File: src/rtl/aud_pkg.sv
// Shared definitions for the audio record/playback controllers: default
// widths and the controller state encoding shown on the front-panel display.
package aud_pkg;

  localparam int ADDR_W_DEF = 20;
  localparam int DATA_W_DEF = 16;
  localparam int STATE_W    = 3;

  // The encoding is visible on o_state, so the values are pinned explicitly.
  typedef enum logic [STATE_W-1:0] {
    ST_IDLE  = 3'd0,
    ST_ARM   = 3'd1,
    ST_REC   = 3'd2,
    ST_PAUSE = 3'd3,
    ST_FLUSH = 3'd4,
    ST_DONE  = 3'd5
  } rec_state_e;

endpackage

File: src/rtl/aud_rec_ctrl_if.sv
// SRAM arbiter write channel: a valid/ready handshake carrying a word
// address and one sample.
interface aud_rec_ctrl_if
  import aud_pkg::*;
#(
  parameter int ADDR_W = ADDR_W_DEF,
  parameter int DATA_W = DATA_W_DEF
) ();

  logic              valid;
  logic              ready;
  logic [ADDR_W-1:0] addr;
  logic [DATA_W-1:0] data;

  modport master (output valid, output addr, output data, input ready);
  modport slave  (input valid, input addr, input data, output ready);

endinterface

File: src/rtl/lrc_edge_det.sv
// LRC edge detector: registers the previous LRC level and produces
// single-cycle rise/fall pulses. Shared with the player controller.
module lrc_edge_det (
  input  logic i_clk,
  input  logic i_rst,
  input  logic i_lrc,
  output logic o_rise,
  output logic o_fall
);

  logic lrc_d;

  // Keep last cycle's LRC level so transitions are visible this cycle.
  always_ff @(posedge i_clk) begin
    // NOTE: flops are written with <= so every register samples pre-edge
    // values; a blocking = here would make simulation order-dependent.
    if (i_rst) lrc_d <= 1'b0;
    else       lrc_d <= i_lrc;
  end

  assign o_rise = i_lrc & ~lrc_d;
  assign o_fall = ~i_lrc & lrc_d;

endmodule

File: src/rtl/aud_rec_ctrl.sv
// Recording controller: aligns to left frames, gates the deserializer,
// and commits each completed left sample to the SRAM write channel with a
// linear, non-wrapping address. Tracks take length, full and overrun.
module aud_rec_ctrl
  import aud_pkg::*;
#(
  parameter int                ADDR_W   = ADDR_W_DEF,
  parameter int                DATA_W   = DATA_W_DEF,
  parameter logic [ADDR_W-1:0] MAX_ADDR = 20'hFFFFF
) (
  input  logic               i_clk,
  input  logic               i_rst,
  input  logic               i_start,
  input  logic               i_pause,
  input  logic               i_stop,
  input  logic               i_lrc,
  input  logic [DATA_W-1:0]  i_sample,
  output logic               o_rec_en,
  aud_rec_ctrl_if.master     wr,
  output logic [ADDR_W:0]    o_len,
  output logic [STATE_W-1:0] o_state,
  output logic               o_full,
  output logic               o_overrun
);

  rec_state_e state_q, state_d;

  logic rise, fall;
  logic accept, at_max, pending_after;
  logic capture, drop, clear;

  lrc_edge_det u_lrc_edge (
    .i_clk  (i_clk),
    .i_rst  (i_rst),
    .i_lrc  (i_lrc),
    .o_rise (rise),
    .o_fall (fall)
  );

  assign accept        = wr.valid & wr.ready;
  assign at_max        = (wr.addr == MAX_ADDR);
  // A write still outstanding after this cycle's handshake.
  assign pending_after = wr.valid & ~wr.ready;

  // A left sample is complete at LRC rise; it is only taken while recording.
  // If the previous write is still waiting, the new sample is lost.
  assign capture = (state_q == ST_REC) & rise & ~i_stop & ~wr.valid;
  assign drop    = (state_q == ST_REC) & rise & ~i_stop &  wr.valid;

  // A fresh take starts from IDLE/DONE; a resume from PAUSE keeps its address.
  assign clear = ((state_q == ST_IDLE) | (state_q == ST_DONE)) & (state_d == ST_ARM);

  // The deserializer runs from the aligning fall onward, so it starts on a
  // clean frame boundary rather than mid-sample.
  assign o_rec_en = (state_q == ST_REC) | ((state_q == ST_ARM) & (state_d == ST_REC));
  assign o_state  = state_q;

  // State register.
  always_ff @(posedge i_clk) begin
    if (i_rst) state_q <= ST_IDLE;
    else       state_q <= state_d;
  end

  // Next-state logic; stop outranks start, which outranks pause.
  always_comb begin
    // NOTE: defaulting state_d before the case guarantees every path assigns
    // it, so no latch is inferred for the unlisted branches.
    state_d = state_q;
    case (state_q)
      ST_IDLE, ST_DONE: begin
        if (i_start && !i_stop) state_d = ST_ARM;
      end
      ST_ARM, ST_REC, ST_PAUSE: begin
        if (i_stop)                                state_d = pending_after ? ST_FLUSH : ST_IDLE;
        else if (accept && at_max)                 state_d = ST_DONE;
        else if (state_q == ST_ARM && fall)        state_d = ST_REC;
        else if (state_q == ST_REC && i_pause)     state_d = ST_PAUSE;
        else if (state_q == ST_PAUSE && i_start)   state_d = ST_ARM;
      end
      ST_FLUSH: begin
        if (accept) state_d = ST_IDLE;
      end
      default: state_d = ST_IDLE;
    endcase
  end

  // Write channel, take length and sticky status flags.
  always_ff @(posedge i_clk) begin
    if (i_rst) begin
      wr.valid  <= 1'b0;
      wr.addr   <= '0;
      wr.data   <= '0;
      o_len     <= '0;
      o_full    <= 1'b0;
      o_overrun <= 1'b0;
    end else if (clear) begin
      wr.addr   <= '0;
      o_len     <= '0;
      o_full    <= 1'b0;
      o_overrun <= 1'b0;
    end else begin
      if (accept) begin
        wr.valid <= 1'b0;
        o_len    <= o_len + 1'b1;
        // The last word stays addressed; recording stops instead of wrapping.
        if (at_max) o_full  <= 1'b1;
        else        wr.addr <= wr.addr + 1'b1;
      end
      if (capture) begin
        wr.valid <= 1'b1;
        wr.data  <= i_sample;
      end
      if (drop) o_overrun <= 1'b1;
    end
  end

endmodule
File: src/flat_wrapper.sv
// flat-port wrapper written by rule: the top's interface ports become plain ports
module aud_rec_ctrl_flat import aud_pkg::*;
#(
  parameter int                ADDR_W   = ADDR_W_DEF,
  parameter int                DATA_W   = DATA_W_DEF,
  parameter logic [ADDR_W-1:0] MAX_ADDR = 20'hFFFFF
)
  (i_clk, i_rst, i_start, i_pause, i_stop, i_lrc, i_sample, o_rec_en, o_len, o_state, o_full, o_overrun, wr_valid, wr_addr, wr_data, wr_ready);
  aud_rec_ctrl_if #(.ADDR_W(ADDR_W), .DATA_W(DATA_W)) wr_i ();
  input  logic i_clk;
  input  logic i_rst;
  input  logic i_start;
  input  logic i_pause;
  input  logic i_stop;
  input  logic i_lrc;
  input  logic [DATA_W-1:0] i_sample;
  output logic o_rec_en;
  output logic [ADDR_W:0] o_len;
  output logic [STATE_W-1:0] o_state;
  output logic o_full;
  output logic o_overrun;
  output wire logic [$bits(wr_i.valid)-1:0] wr_valid;
  output wire logic [$bits(wr_i.addr)-1:0] wr_addr;
  output wire logic [$bits(wr_i.data)-1:0] wr_data;
  input wire logic [$bits(wr_i.ready)-1:0] wr_ready;
  assign wr_valid = wr_i.valid;
  assign wr_addr = wr_i.addr;
  assign wr_data = wr_i.data;
  assign wr_i.ready = wr_ready;
  aud_rec_ctrl #(.ADDR_W(ADDR_W), .DATA_W(DATA_W), .MAX_ADDR(MAX_ADDR)) u_core (.i_clk(i_clk), .i_rst(i_rst), .i_start(i_start), .i_pause(i_pause), .i_stop(i_stop), .i_lrc(i_lrc), .i_sample(i_sample), .o_rec_en(o_rec_en), .wr(wr_i), .o_len(o_len), .o_state(o_state), .o_full(o_full), .o_overrun(o_overrun));
endmodule
File: config.mk
export PLATFORM = sky130hd
export DESIGN_NAME = aud_rec_ctrl_flat
export DESIGN_NICKNAME = d
export VERILOG_FILES = /design/src/rtl/aud_pkg.sv /design/src/rtl/aud_rec_ctrl_if.sv /design/src/rtl/lrc_edge_det.sv /design/src/rtl/aud_rec_ctrl.sv /design/src/flat_wrapper.sv
export SDC_FILE = /design/constraint.sdc
export NUM_CORES = 1
export LEC_CHECK = 0
export ABC_AREA = 1
export BUFFER_PORTS_ARGS = -buffer_cell sky130_fd_sc_hd__buf_2
export CAP_MARGIN = 20
export CORE_ASPECT_RATIO = 0.8
export CORE_UTILIZATION = 45
export CTS_CLUSTER_SIZE = 20
export DETAILED_ROUTE_END_ITERATION = 7
export PLACE_DENSITY = 0.67
export SLEW_MARGIN = 40
export SYNTH_ARGS = -nofsm -noshare
export SYNTH_HDL_FRONTEND = slang
export SYNTH_SLANG_ARGS = --single-unit
File: constraint.sdc
create_clock -name i_clk -period 2.6 [get_ports i_clk]
set_clock_uncertainty 0.05 [all_clocks]
set_input_delay 0.39 -clock i_clk [delete_from_list [all_inputs] [get_ports i_clk]]
set_output_delay 0.39 -clock i_clk [all_outputs]
set_load 0.01 [all_outputs]
==> metrics.log, run 1 <==
[metrics] number of primary I/O pins: 87
[metrics] CP cell instances: ha_2 > nand2_1 > nor2_1 > nand2_1 > nor2_4 > nand3_2 > nand3_1 > o31ai_1 > buf_2
[metrics] Hold Fails Final Rpt: 0
[metrics] Crit path max-delay family: simple AND/OR/NAND/NOR gates
[metrics] final antenna diode count: 0
[metrics] Hold Crit Class: in -> reg
[metrics] netlist area before placement: 0.00318 sq mm
[metrics] CTS Hold Bufs: 0
[metrics] Mapped Avg Cell Area: 7.15 sq um
[metrics] Post-synth EDFFs: 0
[metrics] Routability Congestion: 0.850
[metrics] relative area change from synthesis to final layout: 21.3%
[metrics] Yosys cell types: 30
[metrics] routed vias/inst: 4.80
[metrics] clk_lat worst skew: 0.35 ns
[metrics] critical path class: reg -> out
[metrics] total of max-cap violations: 0
[metrics] RSZ-0062 raised after global routing: no
[metrics] vias in the first global route: 2556
[metrics] relative max-transition margin: 59.0%
[metrics] Worst Path Buf+Inv: 1
[metrics] most repeated library cell on the critical path: sky130_fd_sc_hd__nand2_1
[metrics] Final nets: 560
[metrics] portion of the post-synthesis area used by sequential elements: 40.3%
[metrics] count of warnings emitted by yosys: 0
[metrics] clock-pin slew on the worst setup and hold paths: 0.07 ns
[metrics] Placement Rows: 27
[metrics] minimum clock period: 2.41 ns
[metrics] vertical die dimension: 77.2 um
[metrics] largest cells by area after synthesis: sky130_fd_sc_hd__dfxtp_1 40%, sky130_fd_sc_hd__nand2_1 13%, sky130_fd_sc_hd__nor2_1 11%
[metrics] Post-Syn Nets: 470
[metrics] H-Tree Level Count: 3
[metrics] aggregate global-route resource usage: 20.1%
[metrics] cell count after synthesis: 445
[metrics] DRC violations left: 0
[metrics] power dissipated by switching net loads: 0.490 mW
[metrics] sequential power share: 50.8%
[metrics] worst voltage drop across the vdd grid: 0.000297 V
[metrics] DP Wirelength: 5.20 mm
[metrics] number of synthesized register bits: 64
[metrics] cts repair resizes: 0
[metrics] total iterations of the first detailed-routing run: 4
[metrics] min setup slack post-route: 0.191 ns
[metrics] kind of start point of the critical path: flop
[metrics] via count: 3009
[metrics] share of cells above drive strength 1: 28.1%
[metrics] area share of the largest cell type after synthesis: 40.3%
[metrics] CP max-delay cell: sky130_fd_sc_hd__dfxtp_1
[metrics] average wire length per cell after detail routing: 11.5 um
[metrics] upper clock frequency limit: 415 MHz
[metrics] number of fillers in the final layout: 707
[metrics] biggest cell delay along the critical path: 0.47 ns
[metrics] final standard cell utilization of the core: 56.3%
[metrics] number of DRC markers after the initial detailed-route iteration: 88
[metrics] largest net degree at the start of global routing: 44
[metrics] library cell used as clock root buffer: sky130_fd_sc_hd__clkbuf_8
[metrics] most frequently used flop master after synthesis: sky130_fd_sc_hd__dfxtp_1
[metrics] share of total power in combinational logic: 4.8%
[metrics] relative contribution of the clock network to total power: 44.4%
[metrics] area leader, netlist: sky130_fd_sc_hd__dfxtp_1
[metrics] endpoint arrival time on the critical path: 1.97 ns
[metrics] antenna violations before repair: 0
[metrics] TritonCTS clock tree: yes
[metrics] wire length of the first global-routing pass: 11.7 mm
[metrics] ys async rst share: 0%
[metrics] clock buffers created by TritonCTS: 9
[metrics] endpoints failing setup: 0
[metrics] LEAKAGE: 1.52 nW
[metrics] TritonCTS Sinks: 64
[metrics] total congestion overflow after global routing: 0
[metrics] DIE AREA: 0.00742 sq mm
[metrics] core region area: 0.00686 sq mm
[metrics] maximum number of buffers from clock root to sink: 2
[metrics] Detailed Route WL: 7.18 mm
[metrics] P per Cell Area: 503 mW/mm^2
[metrics] Worst setup EP type: primary output
[metrics] outcome: complete, no violations
[metrics] I/O Buffers: 86
[metrics] Least-Margin Pin Slew: 0.614 ns
[metrics] Max Transition Viols Final: 0
[metrics] sum of negative setup slack: 0 ns
[metrics] Critical Path RT: 2.16 ns
[metrics] internal power component: 1.45 mW
[metrics] proportion of total power due to net switching: 25.2%
[metrics] post-route ant nets: 0
[metrics] largest fanout on the critical path: 8
[metrics] initial cell density of the core: 46.4%
[metrics] Die X: 96.0 um
[metrics] Final Cycle Share: 92.7%
[metrics] post-place setup slack: 0.341 ns
[metrics] Post CTS Setup Buffer Count: 0
synth_stat cells, drive strengths merged, types with 2 or more instances:
cell type	instances
ha	2
a21oi	35
nand4	8
nor3	8
nand2	112
o21ai	23
nand3	23
xor2	11
xnor2	9
or2	5
buf	7
inv	36
nor2	95
dfxtp	64
clkbuf	2
power groups by stage:
stage               registers [mW]  clock network (mW)  logic (mW)
finish                       0.987               0.863      0.0927
global route                 0.987               0.927       0.104
global placement              1.01                   0      0.0923
floorplan                     1.01                   0      0.0732
detailed placement            1.01                   0      0.0932
CTS                          0.987               0.878      0.0928
registers in the layout, indices dropped and copies added, names as in the netlist:
name,count
u_core.u_lrc_edge.lrc_d,1
u_core.wr.valid,1
u_core.wr.addr,20
u_core.o_overrun,1
u_core.o_len,21
u_core.o_state,3
u_core.wr.data,16
u_core.o_full,1
per-layer routing:
metal / GRT usage [%] / share of wire [%] / up-vias / wire (um)
li1: - / - / 1599 / -
met1: 27.8 / 50 / 1315 / 3570
met2: 29.1 / 43 / 89 / 3090
met3: 6.55 / 6.4 / 6 / 457
met4: 6.57 / 0.85 / 0 / 61
met5: 0 / 0 / - / 0
cells by family after synthesis:
family / synth area share, %
xor+xnor: 5.50
compound gates: 12.2
buf+inv: 6.76
simple gates: 34.5
fa+ha+maj: 0.786
flops: 40.3
cell usage in the layout (no fill, tap or decap), types with 2 or more instances in the layout:
master,synthesis,final
sky130_fd_sc_hd__a21oi_1,11,11
sky130_fd_sc_hd__a21oi_2,24,24
sky130_fd_sc_hd__buf_2,1,86
sky130_fd_sc_hd__buf_4,1,2
sky130_fd_sc_hd__clkbuf_8,0,9
sky130_fd_sc_hd__clkinv_2,0,2
sky130_fd_sc_hd__clkinv_4,0,2
sky130_fd_sc_hd__clkinvlp_4,0,2
sky130_fd_sc_hd__dfxtp_1,64,64
sky130_fd_sc_hd__inv_1,33,33
sky130_fd_sc_hd__inv_2,3,3
sky130_fd_sc_hd__nand2_1,107,107
sky130_fd_sc_hd__nand2_2,4,4
sky130_fd_sc_hd__nand3_1,20,20
sky130_fd_sc_hd__nand3_2,3,3
sky130_fd_sc_hd__nand4_1,8,8
sky130_fd_sc_hd__nor2_1,91,91
sky130_fd_sc_hd__nor2_2,2,2
sky130_fd_sc_hd__nor2_4,2,2
sky130_fd_sc_hd__nor3_1,6,6
sky130_fd_sc_hd__nor3_2,2,2
sky130_fd_sc_hd__o21ai_0,23,23
sky130_fd_sc_hd__or2_2,5,5
sky130_fd_sc_hd__xnor2_1,9,9
sky130_fd_sc_hd__xor2_1,11,11
worst min-delay path, cell delays in order:
cell	delay, ns
sky130_fd_sc_hd__buf_2	0.07
sky130_fd_sc_hd__inv_1	0.06
sky130_fd_sc_hd__nor2_1	0.08
final cells by class:
class	instances	area (sq um)	share of cell area [%]
Multi-Input combinational cell	335	1690	43.8
Clock inverter	7	72.6	1.88
Timing Repair Buffer	88	445	11.5
Clock buffer	9	124	3.21
Tap cell	87	109	2.82
Inverter	37	139	3.60
Sequential cell	64	1280	33.2
final timing paths:
check	cells past startpoint	from	to	slack, ns
max	9	u_core.wr.addr[0]	o_rec_en	0.19
min reg2reg	2	u_core.o_full	u_core.o_full	0.40
max reg2reg	11	u_core.wr.addr[0]	u_core.wr.addr[0]	0.37
min	3	i_lrc	u_core.u_lrc_edge.lrc_d	0.23
stage by stage:
stage / instances / power (mW) / hold WS [ns] / cell area [sq um]
finish: 627 / 1.94 / 0.233 / 3860
global route: 627 / 2.02 / 0.234 / 3860
CTS: 627 / 1.96 / 0.218 / 3860
detailed placement: 611 / 1.10 / 0.392 / 3660
global placement: 611 / 1.10 / 0.392 / 3660
floorplan: 445 / 1.08 / 0.409 / 3180
(Power assumes the default switching activity.)
==> run 2: changes to the inputs <==
--- a/config.mk
+++ b/config.mk
@@ -12,7 +12,7 @@
 export CORE_UTILIZATION = 45
 export CTS_CLUSTER_SIZE = 20
 export DETAILED_ROUTE_END_ITERATION = 7
-export PLACE_DENSITY = 0.67
+export PLACE_DENSITY = 0.7
 export SLEW_MARGIN = 40
 export SYNTH_ARGS = -nofsm -noshare
 export SYNTH_HDL_FRONTEND = slang
==> metrics.log, run 2 (same netlist as run 1, synthesis figures left out) <==
[metrics] minimum clock period: 2.42 ns
[metrics] endpoint arrival time on the critical path: 1.98 ns
[metrics] total of max-cap violations: 0
[metrics] DP Wirelength: 5.38 mm
[metrics] Placement Rows: 27
[metrics] average wire length per cell after detail routing: 11.8 um
[metrics] Final Cycle Share: 93.0%
[metrics] post-route ant nets: 0
[metrics] largest net degree at the start of global routing: 44
[metrics] LEAKAGE: 1.52 nW
[metrics] clock buffers created by TritonCTS: 9
[metrics] core region area: 0.00686 sq mm
[metrics] kind of start point of the critical path: flop
[metrics] TritonCTS clock tree: yes
[metrics] highest-count cells in the layout ignoring fill and taps: 107 x sky130_fd_sc_hd__nand2_1, 91 x sky130_fd_sc_hd__nor2_1, 86 x sky130_fd_sc_hd__buf_2
[metrics] Critical Path RT: 2.16 ns
[metrics] vias in the first global route: 2892
[metrics] initial cell density of the core: 46.4%
[metrics] Max Transition Viols Final: 0
[metrics] outcome: complete, no violations
[metrics] Final nets: 561
[metrics] DIE AREA: 0.00742 sq mm
[metrics] Routability Congestion: 0.861
[metrics] worst voltage drop across the vdd grid: 0.000235 V
[metrics] relative max-transition margin: 59.0%
[metrics] routed vias/inst: 4.94
[metrics] upper clock frequency limit: 414 MHz
[metrics] maximum number of buffers from clock root to sink: 2
[metrics] post-route cell area: 0.00386 sq mm
[metrics] clock-pin slew on the worst setup and hold paths: 0.07 ns
[metrics] Hold Crit Class: in -> reg
[metrics] Detailed Route WL: 7.43 mm
[metrics] number of fillers in the final layout: 677
[metrics] total congestion overflow after global routing: 0
[metrics] TritonCTS Sinks: 64
[metrics] number of primary I/O pins: 87
[metrics] DRC violations left: 0
[metrics] number of DRC markers after the initial detailed-route iteration: 188
[metrics] vertical die dimension: 77.2 um
[metrics] largest fanout on the critical path: 6
[metrics] clk_lat worst skew: 0.35 ns
[metrics] Die X: 96.0 um
[metrics] wire length of the first global-routing pass: 12.9 mm
[metrics] CTS Hold Bufs: 0
[metrics] P per Cell Area: 499 mW/mm^2
[metrics] leading cell type in the layout, fill and taps excluded: sky130_fd_sc_hd__nand2_1
[metrics] antenna violations before repair: 0
[metrics] library cell used as clock root buffer: sky130_fd_sc_hd__clkbuf_8
[metrics] total iterations of the first detailed-routing run: 4
[metrics] Worst setup EP type: primary output
[metrics] Hold Fails Final Rpt: 0
[metrics] largest registers: u_core.o_len (21), u_core.wr.addr (20), u_core.wr.data (16)
[metrics] relative area change from synthesis to final layout: 21.3%
[metrics] flip-flop count of the largest register after layout: 21
[metrics] Least-Margin Pin Slew: 0.616 ns
[metrics] final antenna diode count: 0
[metrics] via count: 3101
[metrics] Placement Cell Area: 0.00367 sq mm
[metrics] largest register by flop count: u_core.o_len
[metrics] endpoints failing setup: 0
[metrics] RSZ-0062 raised after global routing: no
[metrics] aggregate global-route resource usage: 22.2%
[metrics] H-Tree Level Count: 3
[metrics] share of cells above drive strength 1: 28.3%
[metrics] Post CTS Setup Buffer Count: 0
[metrics] critical path class: reg -> out
[metrics] sum of negative setup slack: 0 ns
[metrics] I/O Buffers: 86
==> run 2: metrics by stage <==
stage               hold slack (ns)  std cells  total power [mW]  utilization, %  setup WS (ns)
floorplan                     0.409        445              1.08               -          0.725
global placement              0.392        612              1.10            53.5          0.433
detailed placement            0.393        612              1.10            53.5          0.322
CTS                           0.208        628              1.95            56.2         0.0734
global route                  0.231        628              2.00            56.3         0.0239
finish                        0.225        628              1.93            56.3          0.182
==> run 2: area by class of cell <==
type	instances	area, sq um	area share (%)
Multi-Input combinational cell	335	1690	43.8
Sequential cell	64	1280	33.2
Timing Repair Buffer	89	453	11.7
Inverter	37	139	3.60
Clock buffer	10	128	3.31
Tap cell	87	109	2.82
Clock inverter	6	60.1	1.56
==> run 2: path summary, 6_finish.rpt <==
kind                            slack [ns]                      end               from  depth (start not counted)
worst min-delay path                  0.23  u_core.u_lrc_edge.lrc_d              i_lrc                          3
worst max register to register        0.38        u_core.wr.addr[5]  u_core.wr.addr[1]                         11
worst max-delay path                  0.18                 o_rec_en  u_core.wr.addr[1]                          9
worst min register to register        0.40            u_core.o_full      u_core.o_full                          2
==> run 2: power by group <==
group / switching, mW / internal [mW]
logic: 0.0662 / 0.0272
registers: 0.00452 / 0.983
clock network: 0.407 / 0.438
total: 0.477 / 1.45
==> run 2: critical path, cell delays in order (launching register included) <==
cell and delay (ns):
sky130_fd_sc_hd__dfxtp_1 0.43, sky130_fd_sc_hd__ha_2 0.28, sky130_fd_sc_hd__nand2_1 0.09, sky130_fd_sc_hd__nor2_1 0.13, sky130_fd_sc_hd__nand2_1 0.10, sky130_fd_sc_hd__nor2_4 0.11
sky130_fd_sc_hd__nand3_2 0.12, sky130_fd_sc_hd__nand3_1 0.15, sky130_fd_sc_hd__o31ai_1 0.08, sky130_fd_sc_hd__buf_2 0.15
==> run 2: routing by layer <==
metal  track usage (%)  vias to the layer above  share of wire, %
li1                  -                     1604                 -
met1              29.4                     1378                48
met2              33.6                      115                44
met3              8.53                        4               8.0
met4              5.52                        0              0.66
met5                 0                        -                 0
==> run 2: timing repair <==
| action | in CTS | in global routing |
|---|---|---|
| endpoints found under the hold margin | 0 | 0 |
| endpoints found under the setup margin | 0 | 1 |
| resized for setup | 0 | 2 |
==> run 3: changes to the inputs <==
--- a/config.mk
+++ b/config.mk
@@ -10,6 +10,7 @@
 export CAP_MARGIN = 20
 export CORE_ASPECT_RATIO = 0.8
 export CORE_UTILIZATION = 45
+export CTS_BUF_LIST = sky130_fd_sc_hd__clkbuf_16
 export CTS_CLUSTER_SIZE = 20
 export DETAILED_ROUTE_END_ITERATION = 7
 export PLACE_DENSITY = 0.7
==> metrics.log, run 3 (same netlist as run 1, synthesis figures left out) <==
[metrics] outcome: complete, no violations
[metrics] clock-pin slew on the worst setup and hold paths: 0.05 ns
[metrics] CP max-delay cell: sky130_fd_sc_hd__dfxtp_1
[metrics] relative contribution of the clock network to total power: 52.1%
[metrics] number of primary I/O pins: 87
[metrics] Worst setup EP type: primary output
[metrics] RSZ-0062 raised after global routing: no
[metrics] clk_lat worst skew: 0.33 ns
[metrics] number of fillers in the final layout: 666
[metrics] hold worst-path end: u_core.u_lrc_edge.lrc_d
[metrics] Critical Path RT: 2.16 ns
[metrics] library cell used as clock root buffer: sky130_fd_sc_hd__clkbuf_16
[metrics] Crit path max-delay family: simple AND/OR/NAND/NOR gates
[metrics] flip-flop count of the largest register after layout: 21
[metrics] via count: 3107
[metrics] Die X: 96.0 um
[metrics] largest registers: u_core.o_len (21), u_core.wr.addr (20), u_core.wr.data (16)
[metrics] Worst Path Buf+Inv: 1
[metrics] biggest cell delay along the critical path: 0.46 ns
[metrics] relative max-transition margin: 59.4%
[metrics] Least-Margin Pin Slew: 0.609 ns
[metrics] post-route ant nets: 0
[metrics] leading cell type in the layout, fill and taps excluded: sky130_fd_sc_hd__nand2_1
[metrics] total area of sequential cells: 0.00128 sq mm
[metrics] most repeated library cell on the critical path: sky130_fd_sc_hd__nand2_1
[metrics] Final nets: 561
[metrics] Final Cycle Share: 93.4%
[metrics] internal power component: 1.74 mW
[metrics] LEAKAGE: 1.57 nW
[metrics] I/O Buffers: 86
[metrics] Routability Congestion: 0.861
[metrics] power dissipated by switching net loads: 0.515 mW
[metrics] CTS Hold Bufs: 0
[metrics] cell total after placement: 612
[metrics] upper clock frequency limit: 412 MHz
[metrics] kind of start point of the critical path: flop
[metrics] DIE AREA: 0.00742 sq mm
[metrics] clock buffers created by TritonCTS: 9
[metrics] sequential power share: 43.8%
[metrics] number of DRC markers after the initial detailed-route iteration: 137
[metrics] maximum number of buffers from clock root to sink: 2
[metrics] sum of negative setup slack: 0 ns
[metrics] CP cell instances: ha_2 > nand2_1 > nor2_1 > nand2_1 > nor2_4 > nand3_2 > nand3_1 > o31ai_1 > buf_2
[metrics] vertical die dimension: 77.2 um
[metrics] DP Wirelength: 5.38 mm
[metrics] Placement Rows: 27
[metrics] DRC violations left: 0
[metrics] Detailed Route WL: 7.50 mm
[metrics] core region area: 0.00686 sq mm
[metrics] routed vias/inst: 4.95
[metrics] largest net degree at the start of global routing: 44
[metrics] total of max-cap violations: 0
[metrics] highest-count cells in the layout ignoring fill and taps: 107 x sky130_fd_sc_hd__nand2_1, 91 x sky130_fd_sc_hd__nor2_1, 86 x sky130_fd_sc_hd__buf_2
[metrics] average wire length per cell after detail routing: 11.9 um
[metrics] Hold Path Depth: 3
[metrics] Hold Fails Final Rpt: 0
[metrics] total iterations of the first detailed-routing run: 4
[metrics] largest fanout on the critical path: 8
[metrics] largest register by flop count: u_core.o_len
[metrics] minimum clock period: 2.43 ns
[metrics] relative area change from synthesis to final layout: 24.4%
[metrics] TritonCTS clock tree: yes
[metrics] r2r setup slk: 0.35 ns
[metrics] final std cells w/o fill: 628
[metrics] TritonCTS Sinks: 64
[metrics] vias in the first global route: 2936
[metrics] multi-input logic area: 0.00169 sq mm
[metrics] final standard cell utilization of the core: 57.7%
[metrics] worst voltage drop across the vdd grid: 0.000281 V
[metrics] Worst Hold Margin: 0.247 ns
[metrics] H-Tree Level Count: 3
[metrics] Hold Crit Class: in -> reg
[metrics] share of cells above drive strength 1: 28.1%
[metrics] total congestion overflow after global routing: 0
[metrics] beginning of the worst hold path: i_lrc
[metrics] P per Cell Area: 571 mW/mm^2
[metrics] wire length of the first global-routing pass: 13.0 mm
[metrics] endpoints failing setup: 0
[metrics] final antenna diode count: 0
[metrics] initial cell density of the core: 46.4%
[metrics] antenna violations before repair: 0
[metrics] endpoint arrival time on the critical path: 1.99 ns
[metrics] share of total power in combinational logic: 4.1%
[metrics] origin of the critical flop-to-flop path: u_core.wr.addr[0]
[metrics] terminus of the critical flop-to-flop path: u_core.o_len[2]
[metrics] cells on worst reg2reg path: 11
[metrics] aggregate global-route resource usage: 22.2%
[metrics] critical path class: reg -> out
[metrics] Max Transition Viols Final: 0
[metrics] proportion of total power due to net switching: 22.8%
## run 3: changes by cell type in the layout (fill, tap and decap cells not counted), sizes merged
cell	previous run	this run
clkbuf	10	9
inv	36	37
## run 3: what timing repair did
| item | in CTS | in global routing |
|---|---|---|
| gates resized for setup | 0 | 1 |
| setup buffers | 0 | 0 |
| setup endpoints to repair | 0 | 1 |
## run 3: power by group through the flow
stage               clock network (mW)  registers, mW  logic, mW
floorplan                            0           1.01     0.0732
global placement                     0           1.01     0.0923
detailed placement                   0           1.01     0.0933
CTS                               1.20          0.988     0.0936
global route                      1.24          0.989      0.107
finish                            1.18          0.989     0.0937
## run 3: metrics by stage
| stage | setup WS [ns] | power (mW) | instance area [sq um] |
|---|---|---|---|
| 6_report | 0.172 | 2.26 | 3960 |
| 5_1_grt | 0.00976 | 2.34 | 3960 |
| 4_1_cts | 0.131 | 2.28 | 3960 |
| 3_5_place_dp | 0.322 | 1.10 | 3670 |
| 3_3_place_gp | 0.433 | 1.10 | 3670 |
| 2_1_floorplan | 0.725 | 1.08 | 3180 |
## run 3: worst max path at each step
| stage | slack [ns] | end | cells past startpoint | start |
|---|---|---|---|---|
| floorplan | 0.72 | o_rec_en | 8 | u_core.wr.addr[0] |
| global placement | 0.43 | u_core.o_len[8] | 11 | u_core.wr.addr[0] |
| detailed placement | 0.32 | u_core.o_len[2] | 11 | u_core.wr.addr[0] |
| CTS | 0.13 | o_rec_en | 9 | u_core.wr.addr[0] |
| global route | 0.01 | o_rec_en | 9 | u_core.wr.addr[0] |
| finish | 0.17 | o_rec_en | 9 | u_core.wr.addr[0] |
## run 3: per-layer routing
layer	vias up	GRT usage (%)	part of all wire, %
li1	1603	-	-
met1	1404	29.5	48
met2	96	33.8	44
met3	4	8.13	7.1
met4	0	5.22	0.45
met5	-	0	0
## run 3: worst register-to-register path, cell delays in order, from the launching register on
cell                      delay (ns)
sky130_fd_sc_hd__dfxtp_1        0.46
sky130_fd_sc_hd__ha_2           0.30
sky130_fd_sc_hd__nand2_1        0.09
sky130_fd_sc_hd__nor2_1         0.13
sky130_fd_sc_hd__nand2_1        0.09
sky130_fd_sc_hd__nor2_4         0.10
sky130_fd_sc_hd__nand3_2        0.12
sky130_fd_sc_hd__nand2_1        0.10
sky130_fd_sc_hd__nand2_2        0.07
sky130_fd_sc_hd__nand3_2        0.09
sky130_fd_sc_hd__nand2_4        0.32
sky130_fd_sc_hd__a21oi_1        0.25
## run 3: final cells by class
cell class | instances | share of cell area, %
tap | 87 | 2.75
timing repair buffer | 89 | 11.4
clock inverter | 7 | 1.61
clock buffer | 9 | 5.69
inverter | 37 | 3.51
multi-input combinational | 335 | 42.7
sequential | 64 | 32.4
